===== config.mk =====
export PLATFORM = sky130hd
export DESIGN_NAME = wb_sel_pipe
export DESIGN_NICKNAME = d
export VERILOG_FILES = /design/src/rtl/wb_sel_pipe.sv
export SDC_FILE = /design/constraint.sdc
export NUM_CORES = 1
export LEC_CHECK = 0
export ABC_CLOCK_PERIOD_IN_PS = 2100
export BUFFER_PORTS_ARGS = -buffer_cell sky130_fd_sc_hd__buf_2
export CORE_MARGIN = 5
export CORE_UTILIZATION = 35
export CTS_CLUSTER_SIZE = 28
export DETAILED_ROUTE_END_ITERATION = 16
export PLACE_DENSITY = 0.66
export SKIP_CTS_REPAIR_TIMING = 1
export SLEW_MARGIN = 0
export SYNTH_ARGS = -nofsm -noshare
export SYNTH_HDL_FRONTEND = slang
export SYNTH_SLANG_ARGS = --single-unit

===== constraint.sdc =====
create_clock -name clk -period 2.1 [get_ports clk]
set_clock_uncertainty 0.15 [all_clocks]
set_input_delay 0.21 -clock clk [delete_from_list [all_inputs] [get_ports clk]]
set_output_delay 0.21 -clock clk [all_outputs]
set_load 0.02 [all_outputs]

===== src/rtl/wb_sel_pipe.sv =====
// -----------------------------------------------------------------------------
// wb_sel_pipe
//
// Registered write-back selector for the pipelined / multi-cycle RISC-V core.
// Chooses the register-file write data from one of four sources (ALU result,
// PC+4, aligned/extended load data, extended immediate). It produces a
// registered write-back bus that carries a one-cycle valid strobe.
//
// Non-load instructions complete one cycle after acceptance, and a new one may
// be accepted every cycle. A load parks the block in WAIT_MEM until the data
// memory answers with dram_rvalid_i. If memory does not answer within TIMEOUT
// cycles, the load is aborted: a write-back strobe is issued with the write
// disabled, and the sticky err_o flag is raised.
//
// Parameters:
//   XLEN    - datapath width, 32 or 64 (loads use the low 32 bits of memory data)
//   RA_W    - register address width
//   TIMEOUT - WAIT_MEM cycles before a load is aborted (>= 1)
//
// Ports:
//   clk            clock, all state updates on the rising edge
//   rst_n          synchronous active-low reset
//   in_valid_i     upstream instruction valid
//   in_ready_o     block can accept an instruction (high only in IDLE)
//   wd_sel_i       source select: 00 ALU, 01 PC+4, 10 load, 11 ext/imm
//   rf_we_i        instruction writes a register
//   rd_addr_i      destination register
//   funct3_i       load size/sign (LB/LH/LW/LBU/LHU)
//   byte_off_i     address[1:0] of the load
//   alu_c_i        ALU result
//   npc_pc4_i      PC+4
//   sext_ext_i     extended immediate
//   dram_rd_i      memory read data
//   dram_rvalid_i  memory read data valid (sampled only in WAIT_MEM)
//   wb_valid_o     one-cycle write-back strobe
//   wb_we_o        register write enable (never set for x0)
//   wb_addr_o      register address
//   wd_o           write data
//   err_o          sticky load-timeout flag
// -----------------------------------------------------------------------------
module wb_sel_pipe #(
  parameter int XLEN    = 32,
  parameter int RA_W    = 5,
  parameter int TIMEOUT = 15
) (
  input  logic            clk,
  input  logic            rst_n,
  input  logic            in_valid_i,
  output logic            in_ready_o,
  input  logic [1:0]      wd_sel_i,
  input  logic            rf_we_i,
  input  logic [RA_W-1:0] rd_addr_i,
  input  logic [2:0]      funct3_i,
  input  logic [1:0]      byte_off_i,
  input  logic [XLEN-1:0] alu_c_i,
  input  logic [XLEN-1:0] npc_pc4_i,
  input  logic [XLEN-1:0] sext_ext_i,
  input  logic [XLEN-1:0] dram_rd_i,
  input  logic            dram_rvalid_i,
  output logic            wb_valid_o,
  output logic            wb_we_o,
  output logic [RA_W-1:0] wb_addr_o,
  output logic [XLEN-1:0] wd_o,
  output logic            err_o
);

  // The counter only needs to reach TIMEOUT-1.
  localparam int CNT_W = (TIMEOUT > 1) ? $clog2(TIMEOUT) : 1;
  localparam logic [CNT_W-1:0] CNT_LAST = CNT_W'(TIMEOUT - 1);
  localparam logic [CNT_W-1:0] CNT_ONE  = CNT_W'(1);

  localparam logic [1:0] SEL_ALU  = 2'b00;
  localparam logic [1:0] SEL_PC4  = 2'b01;
  localparam logic [1:0] SEL_LOAD = 2'b10;
  localparam logic [1:0] SEL_EXT  = 2'b11;

  localparam logic [2:0] F3_LB  = 3'b000;
  localparam logic [2:0] F3_LH  = 3'b001;
  localparam logic [2:0] F3_LBU = 3'b100;
  localparam logic [2:0] F3_LHU = 3'b101;

  typedef enum logic [0:0] {
    IDLE     = 1'b0,
    WAIT_MEM = 1'b1
  } state_t;

  // Align and extend a loaded word. Bytes pick a lane with byte_off, and halves
  // pick a lane with byte_off[1] only. Unknown funct3 codes behave as LW, and
  // LW sign-extends when XLEN=64.
  function automatic logic [XLEN-1:0] extract_load(
    input logic [31:0] word,
    input logic [2:0]  f3,
    input logic [1:0]  off
  );
    logic [7:0]      byte_v;
    logic [15:0]     half_v;
    logic [XLEN-1:0] res;
    byte_v = word[{off, 3'b000} +: 8];
    half_v = off[1] ? word[31:16] : word[15:0];
    case (f3)
      F3_LB:   res = XLEN'($signed(byte_v));
      F3_LBU:  res = XLEN'(byte_v);
      F3_LH:   res = XLEN'($signed(half_v));
      F3_LHU:  res = XLEN'(half_v);
      default: res = XLEN'($signed(word));
    endcase
    return res;
  endfunction

  // Non-load source multiplexer. The load code never reaches this path, so it
  // returns zero.
  function automatic logic [XLEN-1:0] select_src(
    input logic [1:0]      sel,
    input logic [XLEN-1:0] alu,
    input logic [XLEN-1:0] pc4,
    input logic [XLEN-1:0] ext
  );
    logic [XLEN-1:0] res;
    case (sel)
      SEL_ALU: res = alu;
      SEL_PC4: res = pc4;
      SEL_EXT: res = ext;
      default: res = {XLEN{1'b0}};
    endcase
    return res;
  endfunction

  state_t          state_q, state_d;
  logic [CNT_W-1:0] cnt_q, cnt_d;

  // Load context captured at acceptance
  logic [RA_W-1:0] ld_rd_q, ld_rd_d;
  logic            ld_we_q, ld_we_d;
  logic [2:0]      ld_f3_q, ld_f3_d;
  logic [1:0]      ld_off_q, ld_off_d;

  // Registered write-back bus
  logic            wb_valid_q, wb_valid_d;
  logic            wb_we_q, wb_we_d;
  logic [RA_W-1:0] wb_addr_q, wb_addr_d;
  logic [XLEN-1:0] wd_q, wd_d;
  logic            err_q, err_d;

  logic            accept_s;

  assign in_ready_o = (state_q == IDLE);
  assign accept_s   = in_valid_i && in_ready_o;

  assign wb_valid_o = wb_valid_q;
  assign wb_we_o    = wb_we_q;
  assign wb_addr_o  = wb_addr_q;
  assign wd_o       = wd_q;
  assign err_o      = err_q;

  // Next-state logic for the FSM, timeout counter, load context and write-back bus
  always_comb begin
    state_d    = state_q;
    cnt_d      = cnt_q;
    ld_rd_d    = ld_rd_q;
    ld_we_d    = ld_we_q;
    ld_f3_d    = ld_f3_q;
    ld_off_d   = ld_off_q;
    wb_valid_d = 1'b0;
    wb_we_d    = wb_we_q;
    wb_addr_d  = wb_addr_q;
    wd_d       = wd_q;
    err_d      = err_q;

    case (state_q)
      IDLE: begin
        if (accept_s && (wd_sel_i == SEL_LOAD)) begin
          ld_rd_d  = rd_addr_i;
          ld_we_d  = rf_we_i;
          ld_f3_d  = funct3_i;
          ld_off_d = byte_off_i;
          cnt_d    = {CNT_W{1'b0}};
          state_d  = WAIT_MEM;
        end else if (accept_s) begin
          wb_valid_d = 1'b1;
          wb_addr_d  = rd_addr_i;
          wb_we_d    = rf_we_i && (rd_addr_i != {RA_W{1'b0}});
          wd_d       = select_src(wd_sel_i, alu_c_i, npc_pc4_i, sext_ext_i);
        end else begin
          state_d = IDLE;
        end
      end

      WAIT_MEM: begin
        // rvalid is checked first, so a response in the final allowed cycle
        // takes priority over the timeout.
        if (dram_rvalid_i) begin
          wb_valid_d = 1'b1;
          wb_addr_d  = ld_rd_q;
          wb_we_d    = ld_we_q && (ld_rd_q != {RA_W{1'b0}});
          wd_d       = extract_load(dram_rd_i[31:0], ld_f3_q, ld_off_q);
          cnt_d      = {CNT_W{1'b0}};
          state_d    = IDLE;
        end else if (cnt_q == CNT_LAST) begin
          wb_valid_d = 1'b1;
          wb_addr_d  = ld_rd_q;
          wb_we_d    = 1'b0;
          wd_d       = {XLEN{1'b0}};
          err_d      = 1'b1;
          cnt_d      = {CNT_W{1'b0}};
          state_d    = IDLE;
        end else begin
          cnt_d = cnt_q + CNT_ONE;
        end
      end

      default: begin
        cnt_d   = {CNT_W{1'b0}};
        state_d = IDLE;
      end
    endcase
  end

  // State and output registers, with synchronous active-low reset
  always_ff @(posedge clk) begin
    if (!rst_n) begin
      state_q    <= IDLE;
      cnt_q      <= {CNT_W{1'b0}};
      ld_rd_q    <= {RA_W{1'b0}};
      ld_we_q    <= 1'b0;
      ld_f3_q    <= 3'b000;
      ld_off_q   <= 2'b00;
      wb_valid_q <= 1'b0;
      wb_we_q    <= 1'b0;
      wb_addr_q  <= {RA_W{1'b0}};
      wd_q       <= {XLEN{1'b0}};
      err_q      <= 1'b0;
    end else begin
      state_q    <= state_d;
      cnt_q      <= cnt_d;
      ld_rd_q    <= ld_rd_d;
      ld_we_q    <= ld_we_d;
      ld_f3_q    <= ld_f3_d;
      ld_off_q   <= ld_off_d;
      wb_valid_q <= wb_valid_d;
      wb_we_q    <= wb_we_d;
      wb_addr_q  <= wb_addr_d;
      wd_q       <= wd_d;
      err_q      <= err_d;
    end
  end

endmodule


# After elaboration in Yosys (flattened, before gate mapping)
# Index checks and enable logic that the tools add are counted.
[classes]
shift = 1
n_lt_le_gt_ge = 0
bitwise_logic = 2
div = 0
n_addsub = 1
mul = 0
muxes = 31
eq_ne = 11
reduce_logical = 11
[op_table]
columns = ["cell", "n"]
rows = [
  ["2-to-1 mux 32 bit", 4],
  ["case mux 32 bit (4 select lines)", 1],
  ["case mux 32 bit (3 select lines)", 1],
  ["case mux 32 bit (2 select lines)", 1],
  ["indexed part select 32 x 6 -> 8 bit", 1],
  ["2-to-1 mux 5 bit", 4],
  ["2-to-1 mux 16 bit", 1],
  ["2-to-1 mux 4 bit", 3],
  ["2-to-1 mux 1 bit", 11],
  ["case mux 5 bit (2 select lines)", 1],
  ["nonzero test 5 bit", 2],
  ["case mux 4 bit (2 select lines)", 1],
  ["== test 3 bit (second input constant)", 2],
  ["case mux 1 bit (2 select lines)", 3],
  ["AND reduction 3 bit", 2],
  ["adder 4 x 1 -> 4 bit (second input constant)", 1],
  ["== test 2 bit (second input constant)", 2],
  ["== test 4 bit (second input constant)", 1],
  ["logical AND 1 bit", 4],
  ["inequality test 2 x 1 -> 1 bit (second input constant)", 2],
  ["== test 3 x 1 -> 1 bit (second input constant)", 1],
  ["zero test 3 bit", 1],
  ["inequality test 3 x 2 -> 1 bit (second input constant)", 1],
  ["== test 2 x 1 -> 1 bit (second input constant)", 1],
  ["4 further kinds", 5],
]
[word_totals]
latchBits = 0
elab_cells = 68
register_bits = 56
romBits = 0
ram_bits = 0
n_memories = 0
in_bits = 145

# Logic depth before layout (Yosys ltp)
# Gate-level depths: netlist of run 1.
[depth]
word_depth = 5
mapped_depth = 9
ltp_nobuf = 7

# Worst setup path before layout of run 1
# No wires, ideal clock.
[synth_path]
path_type = "reg2reg"
start = "reg cnt_q[0]"
end = "reg wd_q[23], in the netlist wd_o[23]"
arrival_time_ns = 1.548
period_less_slack_ns = 1.817
required_time_ns = 1.831
path_stages_with_launch = 9
path_slack_ns = 0.283
path_buffers = 2
path_cell_list = "dfxtp_1 inv_1 ha_1 nand3_1 nor2b_1 nor2_2 buf_2 buf_2 o221a_2"
[synth_via]
elab_chain_cells = 3
[synth_rtl]
columns = ["element", "line", "source"]
rows = [
  ["from (decl)", "129", "logic [CNT_W-1:0] cnt_q, cnt_d;"],
  ["from (signal assigned)", "222", "cnt_q <= {CNT_W{1'b0}};"],
  ["from (signal assigned)", "234", "cnt_q <= cnt_d;"],
  ["== test 4 bit", "198", "end else if (cnt_q == CNT_LAST) begin"],
  ["inequality test 3 x 2 -> 1 bit (no line)", "--", ""],
  ["AND reduction 3 bit (no line)", "--", ""],
  ["to (signal assigned)", "230", "wd_q <= {XLEN{1'b0}};"],
  ["to (signal assigned)", "242", "wd_q <= wd_d;"],
  ["to (decl)", "141", "logic [XLEN-1:0] wd_q, wd_d;"],
]
# No other way between the ends.
# A chain may end at the register's enable or synchronous reset.

# Worst setup path after layout of run 1
[layout_path]
start = "reg ld_f3_q[0]"
end = "reg wd_q[4], in the netlist wd_o[4]"
[layout_via]
elab_chain_cells = 4
word_cells_on_any_way = 7
cone_classes = "3 x eq/ne; 3 x mux; 1 x reduce/logical"
[layout_rtl]
columns = ["element", "line", "source"]
rows = [
  ["from (decl)", "134", "logic [2:0] ld_f3_q, ld_f3_d;"],
  ["from (signal assigned)", "237", "ld_f3_q <= ld_f3_d;"],
  ["== test 3 bit, or another cell as far along", "100", "case (f3)"],
  ["case mux 32 bit (4 select lines) *", "100", ""],
  ["2-to-1 mux 32 bit *", "191", "if (dram_rvalid_i) begin"],
  ["case mux 32 bit (2 select lines) *", "169", "case (state_q)"],
]
# Mark *: on every way between the ends. The rest lies on a longest branch, timed or not.

==> flow_metrics.tcl, run 1 <==
set metrics [dict create \
    insertion_delay_ns 0.31 \
    critical_path.max_fanout 9 \
    ir_worst_vdd_mv 0.291 \
    die_w_microns 114 \
    core_area_sq_um 10400 \
    tightest_slew_ns 0.514 \
    cp-end-kind "flop" \
    synth_area_leaders "dfxtp_1 30%, mux2i_1 10%, a21oi_1 8.4%" \
    grt_pass1_vias 4131 \
    synthDistinctLibCells 40 \
    ys_warn_count 0 \
    path_delay_family "flip-flops" \
    numPortBuffers 185 \
    synth_edf_count 0 \
    track_usage 0.194 \
    p_leak_nw 2.31 \
    post-route-period-util 0.919 \
    postRouteAntennaNets 0 \
    setup_violations 0 \
    synthFlopType "dfxtp_1" \
    syn_inst 472 \
    syn-cell-area_sq_um 3760 \
    antenna_found_initial 1 \
    gp_congestion 0.908 \
    status "complete, no violations" \
    cts_tree "yes" \
    clk_path_buf_depth 2 \
    cp_num_buf_inv 0 \
    cp_data_arrival_time_ns 1.97 \
    synth_common_cells "63 x a21oi_1, 56 x dfxtp_1, 48 x o21ai_0, 42 x nand2_1, 39 x mux2i_1" \
    start_util 0.361 \
    start_kind "flop" \
    reg2reg_to "wd_o[4]" \
    slew_headroom 0.657 \
    regToRegStartpoint "ld_f3_q[0]" \
    drive_gt1_frac 0.404 \
    grt_max_degree 63 \
    drtPass1Iterations 5 \
    p_clk_frac 0.228 \
    async_flop_share 0 \
    crit_path_frequent_cell "a21oi_1" \
    cts.htree.levels 2 \
    ys_ff_latch 56 \
    fmax_ghz 0.518 \
    drc_errors 0 \
    hold_end "ld_f3_q[1]" \
    finalSetupTns_ns 0 \
    hold_viol 0 \
    die_y_microns 114 \
    switchingPower_mw 0.837 \
    slowest_delay_ns 0.49 \
    fin_nets 786 \
    pwr-share-seq 0.465 \
    crit_type "flop to flop" \
    clk_pin_slew_ns 0.10 \
    via_per_inst 5.44 \
    total_power_mw 2.56 \
    drv_slew 0 \
    place_ws_ns 0.192 \
    cp_cell_sequence "nand2b_1, mux2_2, o221a_2, a21oi_1, a21oi_1" \
    powerDensity_nw_per_um2 519 \
    hold-path-cell-count 3 \
    p_int_mw 1.72 \
    syn2layout_area_growth_pct 30.9 \
    setup_ws_ns 0.171 \
    min_period_ns 1.93 \
    drt-wirelength-per-cell_microns 17.1 \
    synth.avg_cell_area_sq_um 7.97 \
    rrSetupSlack_ns 0.17 \
    hpwl_microns 10700 \
    holdWs_ns 0.00885 \
    ys_seq_area_frac 0.298 \
    min_path_type "primary input to flop" \
    r2r_cells 5 \
    die_area_sq_um 12900 \
    swShare 0.328 \
    rows 37 \
    power_frac_comb 0.307 \
    yosys.area.top_type_share 0.298 \
    drt_iter0_drc 259 \
    rsz0062_at_grt "false" \
    ioPinCount 186 \
    yosysMostFrequentCell "a21oi_1" \
    overflow 0 \
    cts_buffers 5 \
    vias 4225 \
    grt_pass1_wl_microns 20500 \
    clock_sinks 56 \
    crit_required_ns 2.15 \
    synth_top_area_cell "dfxtp_1" \
    root_buffer "clkbuf_8" \
    cap_violations 0 \
    cpMaxStageDelayCell "dfxtp_1" \
    min_from "funct3_i[1]" \
    synth_nets 619 \
    wirelength_microns 13300 \
]
metrics by stage:
step	util	cells	area, sq um
detailed placement	0.465	768	4840
CTS	0.473	775	4920
global route	0.473	776	4930
floorplan	-	472	3760
global placement	0.465	768	4840
finish	0.473	776	4930
worst max path at each step:
| stage | from | depth (start not counted) | slack (ns) | to |
|---|---|---|---|---|
| floorplan | cnt_q[0] | 8 | 0.28 | wd_o[23] |
| global placement | cnt_q[0] | 8 | 0.27 | wd_o[13] |
| detailed placement | ld_off_q[0] | 5 | 0.19 | wd_o[4] |
| CTS | ld_f3_q[0] | 5 | 0.18 | wd_o[4] |
| global route | ld_f3_q[0] | 5 | 0.04 | wd_o[1] |
| finish | ld_f3_q[0] | 5 | 0.17 | wd_o[4] |
power groups by stage:
stage               registers, mW  clock network (mW)  logic, mW
floorplan                    1.29                   0      0.373
finish                       1.19               0.584      0.784
global placement             1.21                   0      0.772
global route                 1.20               0.646      0.852
detailed placement           1.21                   0      0.787
CTS                          1.19               0.606      0.789
cells by family after synthesis:
family / share of synthesized area
AO/OA/AOI/OAI: 0.328
adder cells (fa/ha/maj): 0.00665
buffers and inverters: 0.0791
flip-flops: 0.298
multiplexers: 0.152
AND/OR/NAND/NOR: 0.137
cell usage in the layout (no fill, tap or decap), types with 2 or more instances in the layout:
| master | instances |
|---|---|
| buf_2 | 185 |
| a21oi_1 | 63 |
| dfxtp_1 | 55 |
| o21ai_0 | 48 |
| nand2_1 | 42 |
| mux2i_1 | 39 |
| nor2_1 | 33 |
| o221a_2 | 28 |
| inv_1 | 21 |
| buf_4 | 15 |
| a21boi_0 | 13 |
| nand2b_1 | 9 |
| mux2_2 | 8 |
| nand3_1 | 6 |
| and2_1 | 6 |
| nor3_1 | 6 |
| o22ai_1 | 6 |
| a31oi_1 | 5 |
| o211a_1 | 5 |
| o211ai_1 | 5 |
| clkbuf_8 | 5 |
| o21a_1 | 4 |
| buf_12 | 4 |
| mux4_2 | 3 |
| o32a_1 | 3 |
| nand3b_1 | 2 |
| nor2b_1 | 2 |
| or3_1 | 2 |
| ha_1 | 2 |
tightest hold or removal path, cell delays in order:
cell and delay (ns):
buf_2 0.10, nand2_1 0.05, a21boi_0 0.06
state kept, by name, indices dropped and copies added, names as in the netlist:
name,cells
wd_o,32
ld_rd_q,5
wb_addr_o,5
cnt_q,4
ld_f3_q,3
ld_off_q,2
err_o,1
ld_we_q,1
state_q,1
wb_valid_o,1
wb_we_o,1
layer usage:
layer	part of all wire	vias up	track usage
met4	0.015	0	0.0449
li1	-	2055	-
met3	0.071	18	0.0430
met2	0.50	150	0.345
met5	0	-	0
met1	0.41	2002	0.238
final cells by class:
cell class | instances | area, sq um
Antenna cell | 1 | 2.50
Clock buffer | 5 | 68.8
Clock inverter | 2 | 12.5
Fill cell | 1055 | 5490
Inverter | 22 | 82.6
Multi-Input combinational cell | 350 | 2350
Sequential cell | 56 | 1120
Tap cell | 136 | 170
Timing Repair Buffer | 204 | 1120
(Power assumes the default switching activity.)
==> run 2: changes to the inputs <==
ABC_CLOCK_PERIOD_IN_PS = 2200   (was 2100)
SETUP_SLACK_MARGIN = 0.4   (was unset)
clock period = 2.2 ns   (was 2.1 ns; I/O delays follow)
==> run 2 against run 1 <==
The flow now finishes with violations (negative hold slack). Largest cell class unchanged. Cell area increased by 9.3%. Combinational power is 9.9% higher. Non-clock buffer count grew 18. Cell count increased by 2.3%. First-iteration DRC count increased by 2.3%. Maximum frequency grew 1.7%. Hold slack lost 0.014 ns. Largest power group unchanged.
==> flow_metrics.tcl, run 2 (synthesis gave the netlist of run 1 again) <==
set metrics [dict create \
    insertion_delay_ns 0.31 \
    finalSetupTns_ns 0 \
    dpl.cell_count 765 \
    drtPass1Iterations 4 \
    core_area_sq_um 10400 \
    gp_congestion 0.889 \
    overflow 0 \
    final_core_util 0.517 \
    drive_gt1_frac 0.467 \
    cts_tree "yes" \
    syn2layout_area_growth_pct 43.2 \
    start_util 0.361 \
    root_buffer "clkbuf_8" \
    clk_path_buf_depth 2 \
    cpMaxStageDelayCell "or3_4" \
    min_period_ns 1.90 \
    final_cell_mix "185 x buf_2, 51 x a21oi_1, 50 x dfxtp_1, 43 x o21ai_0, 42 x nand2_1" \
    start_kind "flop" \
    clock_sinks 56 \
    rows 37 \
    ioPinCount 186 \
    via_per_inst 5.44 \
    cp_data_arrival_time_ns 1.95 \
    die_y_microns 114 \
    cap_violations 0 \
    grt_pass1_wl_microns 20800 \
    critical_path.max_fanout 7 \
    numPortBuffers 185 \
    fmax_ghz 0.527 \
    setup_ws_ns 0.302 \
    status "complete, but fails checks" \
    antenna_found_initial 0 \
    track_usage 0.198 \
    cp_cell_sequence "buf_12, buf_8, clkinvlp_4, or3_4, o22ai_2, o32a_1, a21oi_2" \
    grt_max_degree 78 \
    holdWs_ns -0.00494 \
    grt_pass1_vias 4130 \
    cp-end-kind "flop" \
    hpwl_microns 10800 \
    final_area_sq_um 5390 \
    clk_pin_slew_ns 0.10 \
    slew_headroom 0.651 \
    multi_input_area_sq_um 2510 \
    drt_iter0_drc 265 \
    p_leak_nw 2.49 \
    post-route-period-util 0.863 \
    powerDensity_nw_per_um2 483 \
    layout_commonest_cell "buf_2" \
    total_power_mw 2.60 \
    wirelength_microns 14900 \
    violations "negative hold slack" \
    ir_worst_vdd_mv 0.314 \
    path_delay_family "simple AND/OR/NAND/NOR gates" \
    cts_buffers 5 \
    crit_type "flop to flop" \
    fillers 1015 \
    place_ws_ns 0.212 \
    slowest_delay_ns 0.44 \
    setup_violations 0 \
    dpl_cell_area_sq_um 4810 \
    vias 4321 \
    min_path_type "primary input to flop" \
    tightest_slew_ns 0.524 \
    crit_required_ns 2.26 \
    rsz0062_at_grt "true" \
    die_area_sq_um 12900 \
    drt-wirelength-per-cell_microns 18.8 \
    cp_num_buf_inv 3 \
    antenna_cells 0 \
    regArea_sq_um 1140 \
    fin_nets 804 \
    cts.htree.levels 2 \
    die_w_microns 114 \
    drv_slew 0 \
    drc_errors 0 \
    layout.cells.non_filler 794 \
    postRouteAntennaNets 0 \
    largest_reg_flops 32 \
    hold_viol 2 \
]
## run 2: cell count changes in the layout (fill, tap and decap cells not counted), sizes merged
cell,previous run,this run
clkinvlp,1,2
clkinv,2,1
buf,204,217
inv,21,20
diode,1,0
clkbuf,5,12
## run 2: path summary, 6_finish.rpt
kind / startpoint / to / slack, ns / depth (start not counted)
hold reg to reg: err_o / err_o / 0.33 / 1
setup / recovery: ld_off_q[1] / wd_o[3] / 0.30 / 7
setup reg to reg: ld_off_q[1] / wd_o[3] / 0.30 / 7
hold / removal: funct3_i[1] / ld_f3_q[1] / -0.005 / 3
## run 2: power breakdown
| part | switching [mW] | internal (mW) | total [mW] |
|---|---|---|---|
| Combinational | 0.461 | 0.401 | 0.862 |
| Sequential | 0.0443 | 1.09 | 1.13 |
| Clock | 0.355 | 0.257 | 0.612 |
## run 2: layout make-up
type                    instances  area share
well taps                     136      0.0316
repair buffers                222       0.257
inverters                      22      0.0165
clock inverters                 1     0.00139
clock buffers                   7      0.0160
flip-flops and latches         56       0.211
multi-input cells             350       0.467
## run 2: layer usage
layer | global-route usage | part of all wire | vias to the layer above
met5 | 0 | 0 | -
met4 | 0.0361 | 0.010 | 0
met3 | 0.0477 | 0.077 | 16
li1 | - | - | 2082
met1 | 0.233 | 0.39 | 2071
met2 | 0.366 | 0.52 | 152
## run 2: tightest hold or removal path: cells and delay by family
kind	cells	cell delay [ns]
compound gates	1	0.06
buf+inv	1	0.10
simple gates	1	0.04
